### config.mk
export PLATFORM = sky130hd
export DESIGN_NAME = stopwatch_counter
export DESIGN_NICKNAME = d
export VERILOG_FILES = /design/src/rtl/stopwatch_counter.sv
export SDC_FILE = /design/constraint.sdc
export NUM_CORES = 1
export LEC_CHECK = 0
export ABC_AREA = 0
export BUFFER_PORTS_ARGS = -buffer_cell sky130_fd_sc_hd__buf_2
export CAP_MARGIN = 20
export CELL_PAD_IN_SITES_DETAIL_PLACEMENT = 0
export CELL_PAD_IN_SITES_GLOBAL_PLACEMENT = 1
export CORE_UTILIZATION = 30
export DETAILED_ROUTE_END_ITERATION = 12
export GPL_ROUTABILITY_DRIVEN = 1
export PLACE_DENSITY = 0.6
export REMOVE_ABC_BUFFERS = 1
export SYNTH_ARGS = -nofsm -noshare
export SYNTH_HDL_FRONTEND = slang
export SYNTH_SLANG_ARGS = --single-unit
export TNS_END_PERCENT = 30
### constraint.sdc
create_clock -name clk -period 2 [get_ports clk]
set_input_delay 0.1 -clock clk [delete_from_list [all_inputs] [get_ports clk]]
set_output_delay 0.1 -clock clk [all_outputs]
set_load 0.01 [all_outputs]
### src/rtl/stopwatch_counter.sv
// BCD mm:ss stopwatch time base with run/pause, sync clear and a blinking adjust mode.
// Digit value 4'd10 marks a blanked digit for the downstream 7-segment multiplexer.
module stopwatch_counter #(
    parameter int unsigned MAX_MIN = 59
) (
    input  logic       clk,
    input  logic       rst_n,
    input  logic       tick_1hz_i,
    input  logic       tick_2hz_i,
    input  logic       tick_blink_i,
    input  logic       pause_pulse_i,
    input  logic       clear_pulse_i,
    input  logic       adj_i,
    input  logic       sel_i,
    output logic [3:0] minutes_tens_o,
    output logic [3:0] minutes_ones_o,
    output logic [3:0] seconds_tens_o,
    output logic [3:0] seconds_ones_o,
    output logic       running_o
);

    localparam logic [1:0] StRun    = 2'd0;
    localparam logic [1:0] StPaused = 2'd1;
    localparam logic [1:0] StAdjust = 2'd2;

    localparam logic [3:0] MaxMinTens = 4'(MAX_MIN / 10);
    localparam logic [3:0] MaxMinOnes = 4'(MAX_MIN % 10);
    localparam logic [3:0] Blank      = 4'd10;

    logic [1:0] state_q, state_d;
    logic       paused_q, paused_d;
    logic       blink_q, blink_d;
    logic [3:0] min_tens_q, min_tens_d;
    logic [3:0] min_ones_q, min_ones_d;
    logic [3:0] sec_tens_q, sec_tens_d;
    logic [3:0] sec_ones_q, sec_ones_d;
    logic       sec_wrap;
    logic       blank_sel;

    function automatic logic [7:0] sec_inc(input logic [3:0] tens, input logic [3:0] ones);
        if (ones == 4'd9) begin
            if (tens == 4'd5) return 8'h00;
            return {tens + 4'd1, 4'd0};
        end
        return {tens, ones + 4'd1};
    endfunction

    // Minutes wrap on the full two-digit value so any MAX_MIN in 1..99 works.
    function automatic logic [7:0] min_inc(input logic [3:0] tens, input logic [3:0] ones);
        if (tens == MaxMinTens && ones == MaxMinOnes) return 8'h00;
        if (ones == 4'd9) return {tens + 4'd1, 4'd0};
        return {tens, ones + 4'd1};
    endfunction

    assign sec_wrap = (sec_tens_q == 4'd5) && (sec_ones_q == 4'd9);

    always_comb begin
        state_d  = state_q;
        paused_d = paused_q;
        if (adj_i) begin
            state_d = StAdjust;
        end else begin
            case (state_q)
                StAdjust: state_d = paused_q ? StPaused : StRun;
                StRun:    state_d = pause_pulse_i ? StPaused : StRun;
                StPaused: state_d = pause_pulse_i ? StRun : StPaused;
                default:  state_d = StRun;
            endcase
        end
        if (state_q != StAdjust && pause_pulse_i) begin
            paused_d = ~paused_q;
        end
    end

    always_comb begin
        min_tens_d = min_tens_q;
        min_ones_d = min_ones_q;
        sec_tens_d = sec_tens_q;
        sec_ones_d = sec_ones_q;
        if (clear_pulse_i) begin
            min_tens_d = 4'd0;
            min_ones_d = 4'd0;
            sec_tens_d = 4'd0;
            sec_ones_d = 4'd0;
        end else if (state_q == StRun && tick_1hz_i) begin
            {sec_tens_d, sec_ones_d} = sec_inc(sec_tens_q, sec_ones_q);
            if (sec_wrap) begin
                {min_tens_d, min_ones_d} = min_inc(min_tens_q, min_ones_q);
            end
        end else if (state_q == StAdjust && tick_2hz_i) begin
            if (sel_i) begin
                {sec_tens_d, sec_ones_d} = sec_inc(sec_tens_q, sec_ones_q);
            end else begin
                {min_tens_d, min_ones_d} = min_inc(min_tens_q, min_ones_q);
            end
        end
    end

    // Blink phase follows the next state so it is never left set outside adjust mode.
    always_comb begin
        blink_d = 1'b0;
        if (state_d == StAdjust) begin
            blink_d = tick_blink_i ? ~blink_q : blink_q;
        end
    end

    always_ff @(posedge clk or negedge rst_n) begin
        if (!rst_n) begin
            state_q    <= StRun;
            paused_q   <= 1'b0;
            blink_q    <= 1'b0;
            min_tens_q <= 4'd0;
            min_ones_q <= 4'd0;
            sec_tens_q <= 4'd0;
            sec_ones_q <= 4'd0;
        end else begin
            state_q    <= state_d;
            paused_q   <= paused_d;
            blink_q    <= blink_d;
            min_tens_q <= min_tens_d;
            min_ones_q <= min_ones_d;
            sec_tens_q <= sec_tens_d;
            sec_ones_q <= sec_ones_d;
        end
    end

    assign blank_sel = (state_q == StAdjust) && blink_q;

    always_comb begin
        minutes_tens_o = (blank_sel && !sel_i) ? Blank : min_tens_q;
        minutes_ones_o = (blank_sel && !sel_i) ? Blank : min_ones_q;
        seconds_tens_o = (blank_sel && sel_i) ? Blank : sec_tens_q;
        seconds_ones_o = (blank_sel && sel_i) ? Blank : sec_ones_q;
        running_o      = (state_q == StRun);
    end

endmodule

# After elaboration in Yosys (flattened, before gate mapping)
# Cells that the tools add are included.
dict set report totals {
  ff_bits 20
  latch_bits 0
  ramBits 0
  romBits 0
  input_bits 9
  out_inout_bits 17
  word_cells 119
  n_memories 0
}
dict set report op_classes {
  add_sub_neg 4
  mul 0
  n_div 0
  order_cmp 0
  n_eq_ne 13
  shifts 0
  muxes 75
  n_bitwise 2
  n_reduce_logical 18
}
# operator n
set ops {}
lappend ops {{8-bit 2-to-1 mux} 13}
lappend ops {{4-bit 2-to-1 mux} 22}
lappend ops {{1-bit 2-to-1 mux} 38}
lappend ops {{4-bit by 1-bit adder with 4-bit output, second input constant} 4}
lappend ops {{3-bit nonzero test} 3}
lappend ops {{4-bit by 3-bit equality test with 1-bit output, second input constant} 2}
lappend ops {{4-bit equality test, second input constant} 2}
lappend ops {{1-bit logical AND} 8}
lappend ops {{3-bit by 2-bit != test with 1-bit output, second input constant} 2}
lappend ops {{5-bit AND reduction} 1}
lappend ops {{2-bit equality test, second input constant} 2}
lappend ops {{2-bit != test, second input constant} 2}
lappend ops {{4-bit by 2-bit != test with 1-bit output, second input constant} 1}
lappend ops {{4-bit AND reduction} 1}
lappend ops {{4-bit nonzero test} 1}
lappend ops {{3-bit != test, second input constant} 1}
lappend ops {{1-bit case mux with 3 select lines} 1}
lappend ops {{3-bit AND reduction} 1}
lappend ops {{2-bit by 1-bit equality test with 1-bit output, second input constant} 1}
lappend ops {{2-bit logical NOT} 1}
lappend ops {{2-bit 2-to-1 mux} 1}
lappend ops {{1-bit inverter} 2}
lappend ops {{2-bit AND reduction} 1}
lappend ops {{1-bit logical NOT} 1}

# Depth between registers and ports, before layout
# Gate-level depths: netlist of run 1.
dict set report logic_depth {
  word_depth 18
  depth_mapped 8
  depth_no_buf 6
}

# Worst setup path after synthesis of run 1
# OpenSTA, ideal clock, no wires.
dict set report synth_path {
  path_kind {register to register}
  start {register sec_tens_q[1]}
  end {register min_tens_q[1]}
  setup_ns 0.078
  t_arrival_ns 1.617
  t_required_ns 1.922
  path_slack_ns 0.305
  stages_incl_launch_ff 8
  n_path_buf 1
  synth_period_minus_slack_ns 1.695
  path_cell_list {dfrtp_1 > inv_1 > ha_1 > and3b_1 > buf_6 > a41oi_4 > or4_1 > a21oi_1}
}
dict set report synth_between {
  elab_chain_len 4
}
# element line_no
set synth_rtl {}
lappend synth_rtl {{start: declaration} 35} ;# logic [3:0] sec_tens_q, sec_tens_d;
lappend synth_rtl {{start signal: assignment} 122} ;# sec_tens_q <= sec_tens_d;
lappend synth_rtl {{4-bit by 3-bit equality test with 1-bit output} 55} ;# assign sec_wrap = (sec_tens_q == 4'd5) && (sec_ones_q == 4'd9);
lappend synth_rtl {{1-bit logical AND} 55}
lappend synth_rtl {{3-bit != test (no line)} n/a}
lappend synth_rtl {{5-bit AND reduction (no line)} n/a}
lappend synth_rtl {{end signal: assignment} 120} ;# min_tens_q <= min_tens_d;
lappend synth_rtl {{end: declaration} 33} ;# logic [3:0] min_tens_q, min_tens_d;
# No other way between the ends.
# A chain may end at the register's enable or synchronous reset.

# Final worst setup path of run 1
dict set report layout_path {
  start {register sec_ones_q[1]}
  end {register min_tens_q[0]}
}
dict set report layout_between {
  elab_chain_len 4
}
# element line_no
set layout_rtl {}
lappend layout_rtl {{start: declaration} 36} ;# logic [3:0] sec_ones_q, sec_ones_d;
lappend layout_rtl {{start signal: assignment} 123} ;# sec_ones_q <= sec_ones_d;
lappend layout_rtl {{4-bit equality test} 55}
lappend layout_rtl {{1-bit logical AND} 55}
lappend layout_rtl {{3-bit != test (no line)} n/a}
lappend layout_rtl {{5-bit AND reduction (no line)} n/a}
# No other way between the ends.

==> impl_metrics.csv, run 1 <==
group,metric,value,unit
yosys,yosys_warnings,0,
route,wl,3000,um
setup_path,r2r-end,"min_tens_q[0]",
power,switching_power,0.000287,W
yosys,yosys.area_share.simple,27.2,%
min_path,hold_path.class,"in2reg",
route,first_iter_violations,48,
finish,layout_commonest_cell,"buf_2",
finish,seqCellArea,500,um^2
yosys,async_reset_ff_share,100,%
clocking,post_cts_buffers,0,
timing,hold_ws,0.130,ns
power,p_leak,0.742,nW
placement,hpwl,2220,um
yosys,synth_top_area_share,38.8,%
grt,grt_overflow,0,
yosys,synthDistinctLibCells,42,
clocking,clock_latency,0.26,ns
setup_path,required,2.18,ns
grt,antenna_found_initial,0,
grt,grt_max_degree,21,
setup_path,r2r_start,"sec_ones_q[1]",
run_status,run_status,"completed",
yosys,synth_top_family_by_area,"simple AND/OR/NAND/NOR gates",
grt,grt_pass1_wl,4860,um
yosys,synth-main-ff-cell,"dfrtp_1",
power,power_frac_clock,32.3,%
yosys,synth_xor_area_share,2.04,%
route,viasPerCell,5.13,
timing,min_period,1.93,ns
finish,n_fill_cell,432,
floorplan,core_area,4060,um^2
flow_run,maxCapViolCount,0,
yosys,syn_inst,137,
finish,drive_above_1_share,23.0,%
timing,hold_viol,0,
finish,final_nets,183,
min_path,min_from,"pause_pulse_i",
setup_path,critical_path_class,"reg2reg",
timing,setup_tns,0,ns
placement,portBuffers,25,
power,internal-power,0.000698,W
yosys,ys_seq_elements,20,
floorplan,rows,23,
power,power_frac_seq,48.5,%
yosys,syn_avg_cell_area,9.41,um^2
clocking,clkTransAtPathRegs,0.08,ns
floorplan,pin_count,26,
yosys,synthTopCellsByArea,"dfrtp_1, ha_1, a21oi_1",
route,drc_errors,0,
clocking,ctsLongestPathBuffers,2,
yosys,yosysSeqAreaShare,38.8,%
route,ant_nets,0,
route,first_pass_iters,4,
power,pwr-share-comb,19.2,%
setup_path,r2r_setup_slack,0.07,ns
floorplan,die_h,67.5,um
finish,post-route-util,37.8,%
timing,finalMaxSlewViolations,0,
timing,grt_setup_unrepaired,"true",
floorplan,start_util,31.8,%
route,wl_per_cell,14.0,um
setup_path,end_kind,"flip-flop",
floorplan,fp.dieW,67.5,um
placement,gp_congestion,0.780,
yosys,synth_compound_area_share,17.7,%
finish,diodes,0,
setup_path,cp_max_fo,14,
yosys,synthMuxAreaShare,1.75,%
timing,clock-skew-final,0.00354,ns
grt,track_usage,14.4,%
setup_path,arrival,2.12,ns
setup_path,ff2ff_path_depth,6,
finish,syn2layout_area_growth,19.0,%
yosys,synth_top_area_cell,"dfrtp_1",
timing,setup_viol,0,
timing,fin_crit_sh,96.7,%
finish,final_cell_mix,"buf_2, dfrtp_1, a21oi_1",
clocking,htree_num_levels,1,
route,vias,1102,
yosys,synth_area,1290,um^2
yosys,synth_fa_ha_area_share,7.77,%
clocking,cts-root-buf,"clkbuf_8",
grt,grt_pass1_vias,1030,
setup_path,cp-start-kind,"flip-flop",
timing,maxSlewHeadroom,66.9,%
timing,max_freq,517,MHz
floorplan,die_area,4560,um^2
yosys,synth_edf_count,0,
min_path,min_to,"paused_q",
finish,multi_input_area,729,um^2
clocking,clock_sinks,20,
power,power_switching_share,29.1,%
clocking,cts_tree,"done",
power,powerDensity,642,nW/um^2
timing,worst_slew_pin_slew,0.497,ns
min_path,whs_path_depth,3,
power,ir_drop,0.198,mV
clocking,numCtsBuffers,3,
cells by family (layout without fill, tap and decap cells):
kind of cell               after synthesis  in the layout
and+or+nand+nor                         58             58
DFF                                     20             20
buffers and inverters                   12             40
xor gates and xnor gates                 3              3
muxes                                    2              2
adders and majority gates                8              8
AOI/OAI and AO/OA                       34             34
area by class of cell:
class                           instances  area share [%]
Clock buffer                            4            3.59
Inverter                                7            1.71
Timing Repair Buffer                   29            10.4
Sequential cell                        20            32.6
Tap cell                               50            4.08
Multi-Input combinational cell        105            47.6
Yosys cell counts, types with 3 or more instances:
library cell / count
nor2_1: 7
and3b_1: 4
nand3_1: 5
nand2_1: 7
ha_1: 8
or2_1: 3
inv_1: 7
or4_1: 3
o21ai_0: 5
dfrtp_1: 20
or3_1: 3
a21oi_1: 12
nand2b_1: 3
o21ai_1: 6
nor2b_1: 6
a22o_1: 3
and2_1: 5
state kept, by name (all words and copies together), names as in the netlist:
register / count
blink_q: 1
min_ones_q: 4
min_tens_q: 4
paused_q: 1
sec_ones_q: 4
sec_tens_q: 4
state_q: 2
worst max-delay path by stage:
stage                        from           endpoint  slack, ns  cells after the start
finish              sec_ones_q[1]      min_tens_q[0]       0.07                      6
global route        sec_ones_q[1]      min_tens_q[0]      -0.03                      6
CTS                    state_q[1]  minutes_ones_o[3]       0.04                      5
detailed placement  sec_ones_q[1]      min_tens_q[0]        0.1                      6
global placement    sec_ones_q[1]      min_tens_q[1]       0.17                      6
floorplan           sec_tens_q[1]      min_tens_q[1]       0.21                      6
critical path, stage by stage (launching register included):
cell and delay (ns):
dfrtp_1 0.41, inv_1 0.08, ha_1 0.13, and3b_2 0.26, a41oi_4 0.24, or4_1 0.58, a21oi_1 0.15
routing by layer:
| metal | vias up | part of all wire (%) | track usage (%) |
|---|---|---|---|
| met3 | 2 | 3.6 | 2.20 |
| li1 | 547 | - | - |
| met4 | 0 | 0.63 | 4.79 |
| met5 | - | 0 | 0 |
| met2 | 23 | 49 | 24.5 |
| met1 | 530 | 47 | 18.2 |
stage by stage:
stage          setup WS [ns]  cell area, um^2  instances  power [W]
2_1_floorplan          0.207             1250        132   0.000589
3_3_place_gp           0.168             1460        209   0.000666
3_5_place_dp          0.0955             1460        209   0.000673
4_1_cts               0.0436             1530        215   0.000998
5_1_grt              -0.0270             1530        215    0.00104
6_report              0.0669             1530        215   0.000985
power groups by stage:
stage | logic [W] | registers (W) | clock network (W)
2_1_floorplan | 0.000115 | 0.000474 | 0
3_3_place_gp | 0.000185 | 0.000481 | 0
3_5_place_dp | 0.000189 | 0.000484 | 0
4_1_cts | 0.000192 | 0.000477 | 0.000329
5_1_grt | 0.000213 | 0.000482 | 0.000349
6_report | 0.000189 | 0.000478 | 0.000318
what timing repair did:
action / in CTS / in global routing
endpoints found under the hold margin: 21 / 0
gates resized for setup: 0 / 1
endpoints found under the setup margin: 0 / 9
hold buffers: 2 / 0
Power figures use the tool's default switching activity.
==> run 2, diff against run 1 <==
CELL_PAD_IN_SITES_DETAIL_PLACEMENT = 2   (was 0)
CELL_PAD_IN_SITES_GLOBAL_PLACEMENT = 2   (was 1)
CTS_CLUSTER_SIZE = 30   (was not set)
PLACE_DENSITY = 0.71   (was 0.6)
==> impl_metrics.csv, run 2 (synthesis results as in run 1) <==
group,metric,value,unit
floorplan,pin_count,26,
run_status,run_status,"completed",
grt,grt_overflow,0,
finish,drive_above_1_share,25.7,%
timing,hold_viol,0,
setup_path,crit_family,"simple AND/OR/NAND/NOR gates",
finish,layout_commonest_cell,"buf_2",
grt,grt_pass1_wl,5900,um
floorplan,die_h,67.5,um
setup_path,cp-start-kind,"flip-flop",
clocking,cts_tree,"done",
finish,final_nets,190,
clocking,htree_num_levels,1,
setup_path,required,2.19,ns
floorplan,fp.dieW,67.5,um
setup_path,end_kind,"flip-flop",
timing,setup_tns,0,ns
timing,fin_crit_sh,95.5,%
min_path,hold_path.class,"in2reg",
timing,worst_slew_pin_slew,0.512,ns
route,wl_per_cell,17.3,um
route,drc_errors,0,
route,viasPerCell,5.33,
route,first_pass_iters,4,
floorplan,die_area,4560,um^2
floorplan,core_area,4060,um^2
grt,grt_max_degree,21,
grt,antenna_found_initial,0,
clocking,clock_latency,0.27,ns
setup_path,crit_chain,"inv_1 > ha_1 > and3b_1 > a41oi_4 > or4_1 > a21oi_1",
power,p_leak,0.764,nW
floorplan,start_util,31.8,%
setup_path,arrival,2.10,ns
setup_path,cp_max_fo,5,
power,power,0.000963,W
timing,maxSlewHeadroom,65.9,%
clocking,clock_sinks,20,
power,ir_drop,0.263,mV
placement,dp_cells,209,
grt,grt_pass1_vias,1228,
route,vias,1179,
setup_path,r2r_start,"sec_tens_q[1]",
timing,finalMaxSlewViolations,0,
finish,syn2layout_area_growth,22.7,%
timing,min_period,1.91,ns
route,wl,3820,um
finish,fin_cells,221,
power,powerDensity,609,nW/um^2
timing,max_freq,524,MHz
finish,final_cell_mix,"buf_2, dfrtp_1, a21oi_1",
clocking,ctsLongestPathBuffers,2,
timing,setup_viol,0,
finish,post-route-util,39.0,%
grt,track_usage,17.9,%
clocking,numCtsBuffers,3,
placement,portBuffers,25,
route,first_iter_violations,22,
timing,clock-skew-final,0.00751,ns
setup_path,cp_num_buf_inv,1,
route,ant_nets,0,
setup_path,crit_start,"sec_tens_q[1]",
flow_run,maxCapViolCount,0,
setup_path,max_stage_delay,0.53,ns
finish,diodes,0,
clocking,clkTransAtPathRegs,0.08,ns
placement,hpwl,2650,um
clocking,cts-root-buf,"clkbuf_8",
setup_path,critical_path_class,"reg2reg",
floorplan,rows,23,
setup_path,slowest_stage,"or4_1",
min_path,min_from,"pause_pulse_i",
placement,gp_congestion,0.788,
[run 2: cell count changes in the layout (fill, tap and decap cells not counted), sizes merged]
cell and delta:
buf +6, a41oi +1, clkbuf -1
[run 2: what timing repair did]
item                       CTS  global route
hold buffers                 2             0
cloned                       0             1
buffers inserted             0             6
pin swaps                    0             1
setup endpoints to repair    1             3
hold endpoints to repair    22             0
resized for setup            1             0
[run 2: area by class of cell]
cell class	instances	area, um^2
clock buffer	3	41.3
sequential	20	500
multi-input combinational	106	746
tap	50	62.6
timing repair buffer	35	205
fill	473	2480
inverter	7	26.3
[run 2: worst min-delay path, cell delays in order]
cell and delay, ns:
buf_2 0.11, nand2b_1 0.07, xnor2_1 0.06
[run 2: where the power goes]
part / switching (W) / internal (W)
registers: 0.0000391 / 0.000438
clock network: 0.000143 / 0.000135
logic: 0.000117 / 0.0000910
[run 2: path summary, 6_finish.rpt]
check / to / slack [ns] / cells after the start
max: min_tens_q[1] / 0.09 / 6
min: paused_q / 0.11 / 3
max reg2reg: min_tens_q[1] / 0.09 / 6
min reg2reg: paused_q / 0.48 / 1
max in group asynchronous: blink_q / 1.32 / 2
min in group asynchronous: sec_ones_q[3] / 0.33 / 2
[run 2: metal layers]
metal | wire, um | GRT usage [%] | vias up | part of all wire (%)
met3 | 84 | 3.72 | 5 | 2.2
li1 | - | - | 564 | -
met1 | 1690 | 19.8 | 596 | 44
met2 | 1990 | 33.0 | 14 | 52
met4 | 49 | 6.38 | 0 | 1.3
met5 | 0 | 0 | - | 0
[run 2: through the flow]
stage | hold WS [ns] | cell area [um^2] | setup WS [ns]
finish | 0.113 | 1580 | 0.0904
global route | 0.115 | 1580 | -0.00395
CTS | 0.108 | 1520 | 0.0343
detailed placement | 0.0991 | 1460 | 0.0641
global placement | 0.0935 | 1460 | 0.161
floorplan | -0.196 | 1250 | 0.207
==> run 3, diff against run 2 <==
CAP_MARGIN = not set   (was 20)
GPL_TIMING_DRIVEN = 0   (was not set)
==> impl_metrics.csv, run 3 (synthesis results as in run 1) <==
group,metric,value,unit
run_status,run_status,"completed",
finish,final_cell_mix,"buf_2, dfrtp_1, a21oi_1",
placement,gp_congestion,0.703,
floorplan,pin_count,26,
placement,hpwl,2680,um
setup_path,cp_max_fo,11,
setup_path,cp_num_buf_inv,1,
floorplan,rows,23,
clocking,clock_latency,0.26,ns
timing,fin_crit_sh,96.4,%
flow_run,maxCapViolCount,0,
setup_path,crit_chain,"inv_1 > ha_1 > and3b_2 > a41oi_4 > or4_1 > a21oi_1",
finish,syn2layout_area_growth,18.3,%
timing,setup_viol,0,
grt,grt_overflow,0,
timing,max_freq,519,MHz
route,first_iter_violations,55,
setup_path,crit_family,"simple AND/OR/NAND/NOR gates",
setup_path,end_kind,"flip-flop",
finish,post-route-util,37.6,%
timing,min_period,1.93,ns
finish,drive_above_1_share,23.8,%
route,drc_errors,0,
clocking,numCtsBuffers,3,
setup_path,cp-start-kind,"flip-flop",
power,powerDensity,622,nW/um^2
setup_path,required,2.19,ns
finish,layout_commonest_cell,"buf_2",
floorplan,fp.dieW,67.5,um
placement,portBuffers,25,
route,wl,3540,um
grt,track_usage,17.3,%
timing,hold_ws,0.124,ns
grt,grt_pass1_vias,1187,
timing,worst_slew_pin_slew,0.506,ns
clocking,cts-root-buf,"clkbuf_8",
floorplan,die_h,67.5,um
floorplan,die_area,4560,um^2
timing,setup_tns,0,ns
clocking,cts_tree,"done",
floorplan,start_util,31.8,%
timing,maxSlewHeadroom,66.3,%
route,vias,1150,
timing,finalMaxSlewViolations,0,
finish,final_nets,183,
setup_path,slowest_stage,"or4_1",
finish,fin_cells,214,
timing,grt_setup_unrepaired,"true",
setup_path,max_stage_delay,0.56,ns
timing,clock-skew-final,0.00233,ns
setup_path,critical_path_class,"reg2reg",
floorplan,core_area,4060,um^2
finish,final_area,1520,um^2
route,wl_per_cell,16.6,um
placement,dp_cells,207,
clocking,clkTransAtPathRegs,0.08,ns
timing,hold_viol,0,
grt,grt_pass1_wl,5750,um
grt,antenna_found_initial,0,
min_path,hold_path.class,"in2reg",
route,ant_nets,0,
clocking,clock_sinks,20,
finish,diodes,0,
power,ir_drop,0.246,mV
route,first_pass_iters,3,
grt,grt_max_degree,21,
setup_path,arrival,2.12,ns
power,p_leak,0.733,nW
clocking,ctsLongestPathBuffers,2,
placement,dpl_cell_area,1440,um^2
clocking,htree_num_levels,1,
route,viasPerCell,5.37,
[run 3: tightest hold or removal path: stages]
cell and delay, ns:
buf_2 0.11, nand2b_1 0.08, xnor2_1 0.06
[run 3: repair_timing]
item | 4_1_cts | 5_1_grt
hold buffers | 2 | 0
hold endpoints to repair | 21 | 0
setup endpoints to repair | 3 | 12
gates resized for setup | 1 | 2
buffers inserted | 0 | 2
pin swaps | 0 | 1
[run 3: power breakdown]
part	switching, W	internal, W
Clock	0.000138	0.000134
Sequential	0.0000403	0.000438
Combinational	0.000110	0.0000861
Total	0.000289	0.000658
[run 3: layout make-up]
| type | count | area [um^2] |
|---|---|---|
| Clock buffer | 3 | 41.3 |
| Fill cell | 449 | 2530 |
| Inverter | 7 | 26.3 |
| Multi-Input combinational cell | 105 | 733 |
| Sequential cell | 20 | 500 |
| Tap cell | 50 | 62.6 |
| Timing Repair Buffer | 29 | 160 |
[run 3: through the flow]
stage               worst slack (ns)  power (W)
floorplan                      0.207   0.000589
global placement              0.0452   0.000663
detailed placement           -0.0418   0.000680
CTS                         0.000594   0.000951
global route                 -0.0148   0.000996
finish                        0.0723   0.000947
[run 3: layer usage]
layer	track usage (%)	share of wire, %	up-vias
met5	0	0	-
met4	7.18	1.2	0
met3	2.70	2.2	4
met2	32.5	55	13
met1	18.8	41	590
li1	-	-	543
[run 3: path summary, 6_finish.rpt]
path                          startpoint       endpoint  slack (ns)  cells after the start
setup / recovery           sec_tens_q[1]  min_tens_q[1]        0.07                      6
hold / removal             pause_pulse_i       paused_q        0.12                      3
setup reg to reg           sec_tens_q[1]  min_tens_q[1]        0.07                      6
hold reg to reg                 paused_q       paused_q        0.48                      1
max in group asynchronous          rst_n  sec_ones_q[2]        1.34                      2
min in group asynchronous          rst_n  sec_ones_q[3]        0.33                      2
